--- src/rtl/tx_frame_decoder.sv ---
`default_nettype none
// ============================================================================
// Module      : tx_frame_decoder
// Description : Receive-side decoder for the 10-bit checksum frame
//               {~popcount(payload)[2:0], payload[6:0]}. Checks each accepted
//               frame, buffers payload plus error flag in a small FIFO and
//               keeps a saturating count of bad frames.
//               Optional macro TX_FRAME_DECODER_DROP_BAD_EN: bad frames are
//               counted but not stored, and out_err is tied low.
// Revision    : 1.0 - initial release
// ============================================================================
module tx_frame_decoder #(
  parameter int DEPTH = 4,
  parameter int CNT_W = 16
) (
  input  logic             clk,
  input  logic             rst,
  input  logic [9:0]       in_data,
  input  logic             in_valid,
  output logic             in_ready,
  output logic [6:0]       out_data,
  output logic             out_err,
  output logic             out_valid,
  input  logic             out_ready,
  input  logic             clr_count,
  output logic [CNT_W-1:0] err_count
);

  localparam int AW = $clog2(DEPTH);
  localparam logic [AW:0] FULL_CNT = (AW + 1)'(DEPTH);

`ifdef TX_FRAME_DECODER_DROP_BAD_EN
  // Only good frames are stored, so no per-entry flag is needed
  localparam int ENTRY_W = 7;
`else
  // Each entry carries {bad, payload}
  localparam int ENTRY_W = 8;
`endif

  logic [ENTRY_W-1:0] r_mem [DEPTH];
  logic [AW-1:0]      r_wr_ptr;
  logic [AW-1:0]      r_rd_ptr;
  logic [AW:0]        r_count;
  logic [CNT_W-1:0]   r_err_count;

  logic [2:0]         w_pop_cnt;
  logic               w_bad;
  logic               w_accept;
  logic               w_write;
  logic               w_pop;
  logic [ENTRY_W-1:0] w_entry;

  // Popcount of the payload bits; 7 bits never overflow a 3-bit sum
  always_comb begin
    w_pop_cnt = 3'd0;
    for (int i = 0; i < 7; i++) begin
      w_pop_cnt = w_pop_cnt + {2'b00, in_data[i]};
    end
  end

  assign w_bad     = (in_data[9:7] != ~w_pop_cnt);
  assign in_ready  = (r_count != FULL_CNT);
  assign out_valid = (r_count != '0);
  assign w_accept  = in_valid && in_ready;
  assign w_pop     = out_valid && out_ready;
  assign err_count = r_err_count;

`ifdef TX_FRAME_DECODER_DROP_BAD_EN
  assign w_write  = w_accept && !w_bad;
  assign w_entry  = in_data[6:0];
  assign out_data = out_valid ? r_mem[r_rd_ptr] : 7'd0;
  assign out_err  = 1'b0;
`else
  assign w_write  = w_accept;
  assign w_entry  = {w_bad, in_data[6:0]};
  assign out_data = out_valid ? r_mem[r_rd_ptr][6:0] : 7'd0;
  assign out_err  = out_valid ? r_mem[r_rd_ptr][7] : 1'b0;
`endif

  // FIFO storage; contents are don't-care after reset, so no reset here
  always_ff @(posedge clk) begin
    if (w_write) begin
      r_mem[r_wr_ptr] <= w_entry;
    end
  end

  // Pointers wrap naturally since DEPTH is a power of two; occupancy is
  // kept separately so full and empty are distinguishable
  always_ff @(posedge clk or posedge rst) begin
    if (rst) begin
      r_wr_ptr <= '0;
      r_rd_ptr <= '0;
      r_count  <= '0;
    end else begin
      if (w_write) begin
        r_wr_ptr <= r_wr_ptr + 1'b1;
      end
      if (w_pop) begin
        r_rd_ptr <= r_rd_ptr + 1'b1;
      end
      case ({w_write, w_pop})
        2'b10:   r_count <= r_count + 1'b1;
        2'b01:   r_count <= r_count - 1'b1;
        default: r_count <= r_count;
      endcase
    end
  end

  // Saturating bad-frame counter; a clear coinciding with a bad accept
  // leaves that frame counted
  always_ff @(posedge clk or posedge rst) begin
    if (rst) begin
      r_err_count <= '0;
    end else if (clr_count) begin
      r_err_count <= (w_accept && w_bad) ? CNT_W'(1) : '0;
    end else if (w_accept && w_bad && (r_err_count != '1)) begin
      r_err_count <= r_err_count + 1'b1;
    end
  end

endmodule
`default_nettype wire

--- config.mk ---
export PLATFORM = sky130hd
export DESIGN_NAME = tx_frame_decoder
export DESIGN_NICKNAME = d
export VERILOG_FILES = /design/src/rtl/tx_frame_decoder.sv
export SDC_FILE = /design/constraint.sdc
export NUM_CORES = 1
export LEC_CHECK = 0
export CAP_MARGIN = 20
export CORE_UTILIZATION = 30
export DETAILED_ROUTE_END_ITERATION = 10
export GPL_TIMING_DRIVEN = 0
export MAX_ROUTING_LAYER = met4
export PLACE_DENSITY = 0.49
export SETUP_SLACK_MARGIN = 0.02
export SYNTH_ARGS = -nofsm -noshare
export SYNTH_HDL_FRONTEND = slang
export SYNTH_SLANG_ARGS = --single-unit
--- constraint.sdc ---
create_clock -name clk -period 2.6 [get_ports clk]
set_input_delay 0.65 -clock clk [delete_from_list [all_inputs] [get_ports clk]]
set_output_delay 0.65 -clock clk [all_outputs]
set_load 0.02 [all_outputs]
* Word level (Yosys, flattened, before mapping)
Memory sizes are Yosys's and may differ from the RTL's.
Cells that the tools add are included.
** Cells by class
- Add/subtract/negate cells :: 11
- Equality and inequality tests :: 5
- Multiplexer cells :: 8
- Bitwise operators :: 1
- Reduce and logical (&&, ||, !) cells :: 7
** Operators with widths (count)
- $mux W16 :: 2
- $add A16 B1 Y16 const B :: 1
- $ne A16 B16 Y1 const B :: 1
- $add A3 B1 Y3 :: 4
- $mux W7 :: 1
- $pmux W3 S2 :: 1
- $add A2 B1 Y2 const B :: 2
- $logic_and A1 B1 Y1 :: 4
- $mux W1 :: 4
- $reduce_bool A2 Y1 :: 2
- $add A2 B1 Y3 :: 1
- $add A3 B1 Y3 const B :: 1
- $ne A3 B3 Y1 :: 1
- $ne A3 B3 Y1 const B :: 1
- $not A3 Y3 :: 1
- $reduce_bool A3 Y1 :: 1
- $sub A3 B1 Y3 const B :: 1
- $add A1 B1 Y2 :: 1
- $eq A2 B1 Y1 const B :: 1
- $eq A2 B2 Y1 const B :: 1
** Word-level totals
- Flip-flop bits (word level) :: 23
- RAM bits :: 32
- Input bits :: 15
- Output and inout port bits :: 26
- Logic and storage cells :: 37
- Memories kept :: 1
** Memories
- r_mem :: depth 4, bits a word 8, read ports 1, clocked after Yosys merged registers in 0, write ports 1, RTL line 40 : logic [ENTRY_W-1:0] r_mem [DEPTH];

* Longest topological paths before layout
Gate-level depths: netlist (run 1).
- Word-level depth :: 12
- Gate-level depth with buffers :: 11
- Mapped depth without buffers :: 9

* Least setup slack after synthesis (run 1)
OpenSTA, ideal clock, no wires.
- Kind :: input -> register
- From :: in in_data[0]
- To :: reg r_err_count[13], in the netlist err_count[13]
- Library setup time :: 0.125 ns
- Data arrival time :: 3.685 ns
- Data required time :: 2.475 ns
- Setup slack :: -1.210 ns
- Stages on the path :: 10
- Buffers on the path :: 1
- Cell sequence :: fa_1 > inv_1 > fa_1 > fa_1 > fa_1 > xor2_1 > o311ai_2 > buf_6 > nor4_1 > mux2_2
** On the way
- Cells in the longest elaborated chain, start to end :: 11
** Ends and longest elaborated chain
- start, declared :: RTL line 18 : input logic [9:0] in_data,
- $add A1 B1 Y2 :: RTL line 57 : w_pop_cnt = w_pop_cnt + {2'b00, in_data[i]};
- $add A2 B1 Y3 :: RTL line 57
- $add A3 B1 Y3 (4 in a row) :: RTL line 57
- $not A3 Y3 :: RTL line 61 : assign w_bad = (in_data[9:7] != ~w_pop_cnt);
- $ne A3 B3 Y1 :: RTL line 61
- $logic_and A1 B1 Y1 (2 in a row) :: RTL line 116 : end else if (w_accept && w_bad && (r_err_count != '1)) begin
- $reduce_bool A2 Y1 (no line)
- end signal, assigned :: RTL line 115 : r_err_count <= (w_accept && w_bad) ? CNT_W'(1) : '0;
- end signal, assigned :: RTL line 117 : r_err_count <= r_err_count + 1'b1;
- end, declared :: RTL line 44 : logic [CNT_W-1:0] r_err_count;
No other way between the ends.
A chain may end at the register's enable or synchronous reset.

* Worst setup path after layout (run 1)
- From :: in in_data[3]
- To :: reg r_err_count[4], in the netlist err_count[4]
** On the way
- Cells in the longest elaborated chain, start to end :: 9
** Ends and longest elaborated chain (RTL line)
- $add A3 B1 Y3 (4 in a row) :: 57
- $not A3 Y3 :: 61
- $ne A3 B3 Y1 :: 61
- $logic_and A1 B1 Y1 (2 in a row) :: 116
- $reduce_bool A2 Y1 (no line)
No other way between the ends.

==> summary.txt, run 1 <==
Pwr
  • Peak VDD IR: about 0.00025 V
  • Leak Pwr: about 1.4 nW
  • Power Total: 3.09 mW
  • Pwr dens: roughly 820 nW/um2

Final layout
  • Nets@finish: 287
  • Area Overhead vs Synth: 34.2%
  • Antenna Diode Count: 0
  • Filler cell count: 876
  • Final core occ: a little over two fifths
  • Share of post-route cells with drive strength above 1: roughly 25%

Outcome
  • Failing checks: negative setup slack
  • Status: finished with violations

Yosys
  • EDFF count, synth: 32
  • Synth Cell Area: about 2800 um2
  • Area share of the largest cell type after synthesis: 34.5%
  • Dominant cell type by area after synthesis: edfxtp_1
  • Area contributors post-synth: edfxtp_1, dfrtp_1, mux4_2, fa_1, ha_1
  • Predominant post-synthesis flop cell: edfxtp_1
  • Post-Syn Nets: between 200 and 250
  • Yosys reg bits: 55
  • Synth Instances: 210
  • Yosys warnings: 0
  • Avg Cell Area, Syn: 13.3 um2
  • Register area share after synthesis: about 55%
  • Ys async rst share: a little over two fifths
  • Netlist cell types: 40

Route
  • Via density per instance: 5.19
  • DRT Pass-1 Iters: 6
  • ANT nets after route: 0
  • Iteration-0 DRC Markers: between 60 and 70
  • DR DRC count: 0
  • Final wirelength: around 6300 um
  • Wire per inst: about 17 um
  • Vias: around 1900

Timing
  • RSZ-0062 raised after global routing: true
  • Min Tclk post-route: about 3600 ps
  • Clock skew after layout: 3.71 ps
  • Final Cycle Share: 137%
  • Fin. max-slew vios: 0
  • FMAX: 280 MHz
  • Setup ws final: -969 ps
  • Slew HR: 35.5%
  • Final hold vios: 0
  • Final setup fails: 20
  • Actual slew at the worst max-slew pin: 967 ps

Clock network
  • CTS clk-pin slew, worst paths: 110 ps
  • CTS Root Cell: clkbuf_8
  • Clock Latency Late Sink: 320 ps
  • Total CTS buffers: 5
  • TritonCTS clock tree: yes
  • H-tree Lvls: 2
  • Maximum clock path buffer count: 2
  • Clock sink total: 55

Global routing
  • Vias in the first global route: between 2000 and 2500
  • Initial antenna violation count: 0
  • First-pass GRT wire length: around 11000 um
  • Global route overflow: 0
  • Overall global routing resource usage: between 10% and 20%
  • Pin count of the biggest net entering global routing: 24

Floorplanning
  • DIE AREA: around 9700 um2
  • Chip width: slightly below 100 um
  • Core ar.: ~8800 um2
  • Std cell rows: 34
  • Initial Utilization: a little under a third
  • Die Y: a little under 100 um
  • I/O pin count: between 40 and 50

Flow run
  • Number of max-cap violations: 0

Worst setup path
  • Slowest cell on crit path: fa_2
  • Reg2reg path depth: 7
  • Worst Path Max Fanout: 5
  • Cell Chain, Critical Path: buf_8 -> fa_1 -> inv_1 -> fa_1 -> fa_2 -> fa_2 -> xor2_4 -> o311ai_4 -> buf_6 -> or4_4 -> a21oi_2
  • WS Path Type: primary input to flop
  • CP Launch Type: primary input
  • Slowest stage delay, CP: between 500 and 600 ps
  • WP data required: roughly 2900 ps
  • CP arrival: about 3800 ps
  • Crit end category: flop

Worst hold path
  • WHS Path Cells: 1
  • Hold WC Path Type: flop to flop

Place
  • Number of port buffers: 40
  • Placer Congestion: between 0.7 and 0.8
  • Dpl hpwl: between 4000 and 5000 um
## final cells by class
class                      count  area [um2]  area share (%)
clock inverter                 3        27.5           0.736
clock buffer                   5        68.8            1.84
sequential                    55        1540            41.1
timing repair buffer          46         478            12.8
buffer                         9        88.8            2.37
inverter                      13        48.8            1.30
tap                          108         135            3.61
multi-input combinational    131        1360            36.3
## logic make-up (layout without fill, tap and decap cells)
group / count (synthesis) / in the layout / share of synthesized area, %
and+or+nand+nor: 72 / 72 / 15.7
DFF: 55 / 55 / 55.1
buffers and inverters: 24 / 76 / 4.40
AOI/OAI and AO/OA: 23 / 23 / 6.01
muxes: 16 / 16 / 9.65
adders and majority gates: 11 / 11 / 6.28
xor gates and xnor gates: 9 / 9 / 2.83
## through the flow
step	area [um2]	setup WS (ps)	TNS [ps]	hold slack (ps)	std cells
after global placement	3350	-1920	-35010	470	358
after floorplan	2810	-1160	-19900	446	210
after CTS	3650	-1120	-19580	491	369
after global routing	3740	-1050	-18960	503	370
after detailed placement	3350	-1950	-34980	474	358
final	3740	-969	-17550	491	370
## worst max-delay path, delay by kind of cell
kind                     cells  cell delay (ps)
adder cells (fa/ha/maj)      4             1940
buffers and inverters        3              350
XOR/XNOR                     1              190
AND/OR/NAND/NOR              1              420
AO/OA/AOI/OAI                2              270
## sequential cells by signal (all words and copies together) (netlist names)
signal,count
r_mem,32
r_rd_ptr,2
r_wr_ptr,2
r_count,3
err_count,16
## synthesized netlist by cell type, types with 2 or more instances
cell	n
nor2_1	7
nor4_1	3
and3_1	5
inv_1	13
fa_1	5
xnor2_1	3
nor3_1	2
nor2b_1	7
xor2_1	6
and4_1	4
mux2_1	2
or4_1	6
nand4_1	8
o31ai_1	6
clkbuf_1	4
buf_2	2
o311a_1	2
or3_1	2
a21oi_1	7
buf_4	2
buf_6	3
mux2_2	5
dfrtp_1	23
mux4_2	8
o21ai_0	2
nand2_1	9
ha_1	6
and2_1	9
nor4_2	2
edfxtp_1	32
nand3_1	6
## where the power goes
group          switching [mW]  total (mW)  internal [mW]
combinational           0.671        1.32          0.654
clock                   0.320       0.520          0.201
sequential              0.126        1.24           1.11
## routing by layer
layer,vias to the layer above,wire length [um],global-route usage (%)
met5,-,0,-
met4,0,56,4.13
met3,6,157,2.22
met2,33,3380,25.8
met1,998,2740,17.5
li1,885,-,-
## cell usage in the layout (no fill, tap or decap), types with 5 or more instances in the layout
cell | Yosys | routed
and2_1 | 9 | 9
and3_1 | 5 | 5
buf_6 | 3 | 7
clkbuf_8 | 0 | 5
clkdlybuf4s50_1 | 0 | 26
dfrtp_1 | 23 | 23
dlygate4sd2_1 | 0 | 8
edfxtp_1 | 32 | 32
ha_1 | 6 | 6
inv_1 | 13 | 13
mux2_4 | 0 | 6
mux4_2 | 8 | 8
nand2_1 | 9 | 9
nand3_1 | 6 | 5
nand4_1 | 8 | 8
nor2_1 | 7 | 7
nor2b_1 | 7 | 7
## worst paths after layout
path	endpoint	slack [ps]	from
max	err_count[4]$_DFFE_PP0P_	-970	in_data[3]
min	r_count[2]$_DFFE_PP0P_	490	r_count[2]$_DFFE_PP0P_
max reg2reg	err_count[5]$_DFFE_PP0P_	240	err_count[0]$_DFFE_PP0P_
min reg2reg	r_count[2]$_DFFE_PP0P_	490	r_count[2]$_DFFE_PP0P_
max in group asynchronous	err_count[1]$_DFFE_PP0P_	1170	rst
min in group asynchronous	r_wr_ptr[0]$_DFFE_PP0P_	840	rst
## what timing repair did
item / 4_1_cts / 5_1_grt
gates resized for setup: 60 / 15
gates cloned: 2 / 0
setup endpoints to repair: 29 / 22
buffers inserted: 3 / 1
pin swaps: 27 / 9
hold buffers: 0 / 0
Power figures use the tool's default switching activity.
==> run 2: changes to the inputs <==
--- a/config.mk
+++ b/config.mk
@@ -5,6 +5,7 @@
 export SDC_FILE = /design/constraint.sdc
 export NUM_CORES = 1
 export LEC_CHECK = 0
+export ABC_CLOCK_PERIOD_IN_PS = 2600
 export CAP_MARGIN = 20
 export CORE_UTILIZATION = 30
 export DETAILED_ROUTE_END_ITERATION = 10
==> results of run 2 <==
Final layout, timing and power as in run 1 (identical DEF).
==> run 3: changes to the inputs <==
--- a/config.mk
+++ b/config.mk
@@ -11,7 +11,6 @@
 export DETAILED_ROUTE_END_ITERATION = 10
 export GPL_TIMING_DRIVEN = 0
 export MAX_ROUTING_LAYER = met4
-export PLACE_DENSITY = 0.49
 export SETUP_SLACK_MARGIN = 0.02
 export SYNTH_ARGS = -nofsm -noshare
 export SYNTH_HDL_FRONTEND = slang
==> summary.txt, run 3 (same netlist as run 1, synthesis figures left out) <==
Place
  • Placer Congestion: approximately 0.75
  • Number of port buffers: 40
  • Placed insts: approximately 360
  • Placed Area: ~3300 um2
  • Dpl hpwl: between 3000 and 4000 um

Route
  • Via density per instance: 5.08
  • Final wirelength: between 6000 and 7000 um
  • ANT nets after route: 0
  • DR DRC count: 2
  • Wire per inst: between 15 and 20 um
  • DRT Pass-1 Iters: 9
  • Vias: between 1500 and 2000
  • Iteration-0 DRC Markers: slightly below 60

Pwr
  • Pwr dens: between 800 and 900 nW/um2
  • Leak Pwr: about 1.4 nW
  • Peak VDD IR: 0.000261 V

Worst setup path
  • Reg2reg path depth: 7
  • Delay-heaviest family, CP: adder cells
  • WS Path Type: primary input to flop
  • Crit end category: flop
  • Cell Chain, Critical Path: buf_8 -> fa_1 -> inv_2 -> fa_1 -> fa_2 -> fa_1 -> xor2_2 -> o311ai_4 -> buf_6 -> buf_12 -> o31ai_2 -> a21oi_2
  • WP buf/inv: 4
  • WP data required: 2790 ps
  • CP Launch Type: primary input
  • Most used cell, CP: fa_1
  • Crit path depth: 12
  • Slowest cell on crit path: fa_1
  • Worst Path Max Fanout: 10
  • CP arrival: roughly 3800 ps
  • Slowest stage delay, CP: ~570 ps

Outcome
  • Status: finished with violations
  • Failing checks: design-rule violations, negative setup slack

Global routing
  • Global route overflow: 0
  • Vias in the first global route: 1966
  • Pin count of the biggest net entering global routing: 24
  • Initial antenna violation count: 0
  • Overall global routing resource usage: between 10% and 20%
  • First-pass GRT wire length: between 10000 and 15000 um

Floorplanning
  • Chip width: approximately 98 um
  • Die Y: around 100 um
  • Initial Utilization: 31.5%
  • I/O pin count: between 40 and 50
  • Core ar.: about 8800 um2
  • Std cell rows: 34
  • DIE AREA: between 9000 and 10000 um2

Clock network
  • Clock Latency Late Sink: just over 300 ps
  • H-tree Lvls: 2
  • Maximum clock path buffer count: 2
  • CTS clk-pin slew, worst paths: approximately 120 ps
  • Hold Buf Count CTS: 0
  • CTS Root Cell: clkbuf_8
  • Total CTS buffers: 5
  • TritonCTS clock tree: yes
  • Clock sink total: 55

Timing
  • Final Cycle Share: 140%
  • Min Tclk post-route: approximately 3600 ps
  • Fin. max-slew vios: 0
  • FMAX: 275 MHz
  • Setup ws final: -1030 ps
  • Clock skew after layout: between 9 and 10 ps
  • Final hold vios: 0
  • Slew HR: between 30% and 40%
  • Hold WS: 503 ps
  • Final setup fails: 20
  • Actual slew at the worst max-slew pin: approximately 940 ps
  • RSZ-0062 raised after global routing: true

Flow run
  • Number of max-cap violations: 0

Final layout
  • Max reg flops: 32
  • Antenna Diode Count: 0
  • Nets@finish: about 290
  • Share of post-route cells with drive strength above 1: roughly 25%
  • Non-filler cells, final: about 370
  • Final core occ: approximately two fifths
  • Filler cell count: roughly 850
  • Commonest cells after routing, fill and taps aside: edfxtp_1, clkdlybuf4s50_1, dfrtp_1
  • Fin area: approximately 3700 um2
  • Area Overhead vs Synth: 31.7%
  • Commonest non-fill, non-tap cell in the layout: edfxtp_1
  • Largest Register: r_mem

Worst hold path
  • Hold WC Path Type: flop to flop
  • WHS Path Cells: 1
==> run 3: routing by layer <==
layer  wire length [um]  up-vias  track usage [%]  share of wire [%]
met4                  6        0             2.41              0.098
met1               2690      944             17.3                 44
met5                  0        -                -                  0
met3                220        2             2.51                3.6
met2               3190       44             23.2                 52
li1                   -      885                -                  -
==> run 3: worst register-to-register path: stages, from the launching register on <==
cell and delay [ps]:
dfrtp_1 490, ha_1 300, and3_1 230, and4_1 190, buf_2 190, buf_6 180
nor4_4 270, mux2_4 320
==> run 3: worst paths after layout <==
path / from / to / slack (ps)
max: in_data[1] / err_count[11]$_DFFE_PP0P_ / -1030
min: r_count[2]$_DFFE_PP0P_ / r_count[2]$_DFFE_PP0P_ / 500
max reg2reg: err_count[0]$_DFFE_PP0P_ / err_count[9]$_DFFE_PP0P_ / 340
min reg2reg: r_count[2]$_DFFE_PP0P_ / r_count[2]$_DFFE_PP0P_ / 500
max in group asynchronous: rst / err_count[7]$_DFFE_PP0P_ / 1190
min in group asynchronous: rst / r_count[2]$_DFFE_PP0P_ / 830
==> run 3: layout make-up <==
| class | instances | area, um2 | share of cell area (%) |
|---|---|---|---|
| Buffer | 9 | 93.8 | 2.56 |
| Clock buffer | 5 | 68.8 | 1.87 |
| Clock inverter | 3 | 27.5 | 0.750 |
| Inverter | 13 | 48.8 | 1.33 |
| Multi-Input combinational cell | 131 | 1320 | 36.1 |
| Sequential cell | 55 | 1540 | 41.9 |
| Tap cell | 108 | 135 | 3.68 |
| Timing Repair Buffer | 45 | 437 | 11.9 |
==> run 3: what timing repair did <==
| action | CTS | global route |
|---|---|---|
| setup endpoints to repair | 29 | 22 |
| resized for setup | 53 | 15 |
| setup buffers | 4 | 0 |
| pin swaps | 23 | 6 |
| hold endpoints to repair | 0 | 0 |
| gates cloned | 1 | 0 |
==> run 3: through the flow <==
stage	setup slack (ps)	TNS, ps	total power, mW
floorplan	-1160	-19900	2.03
global placement	-1890	-34210	2.45
detailed placement	-1950	-35490	2.49
CTS	-1140	-21160	3.02
global route	-1100	-20070	3.22
finish	-1030	-18790	3.03
==> run 3: power breakdown <==
| group | total [mW] | internal (mW) | switching (mW) | leakage (nW) |
|---|---|---|---|---|
| Sequential | 1.24 | 1.11 | 0.127 | 0.593 |
| Combinational | 1.27 | 0.620 | 0.652 | 0.712 |
| Clock | 0.515 | 0.201 | 0.315 | 0.0467 |
| Total | 3.03 | 1.93 | 1.09 | 1.35 |
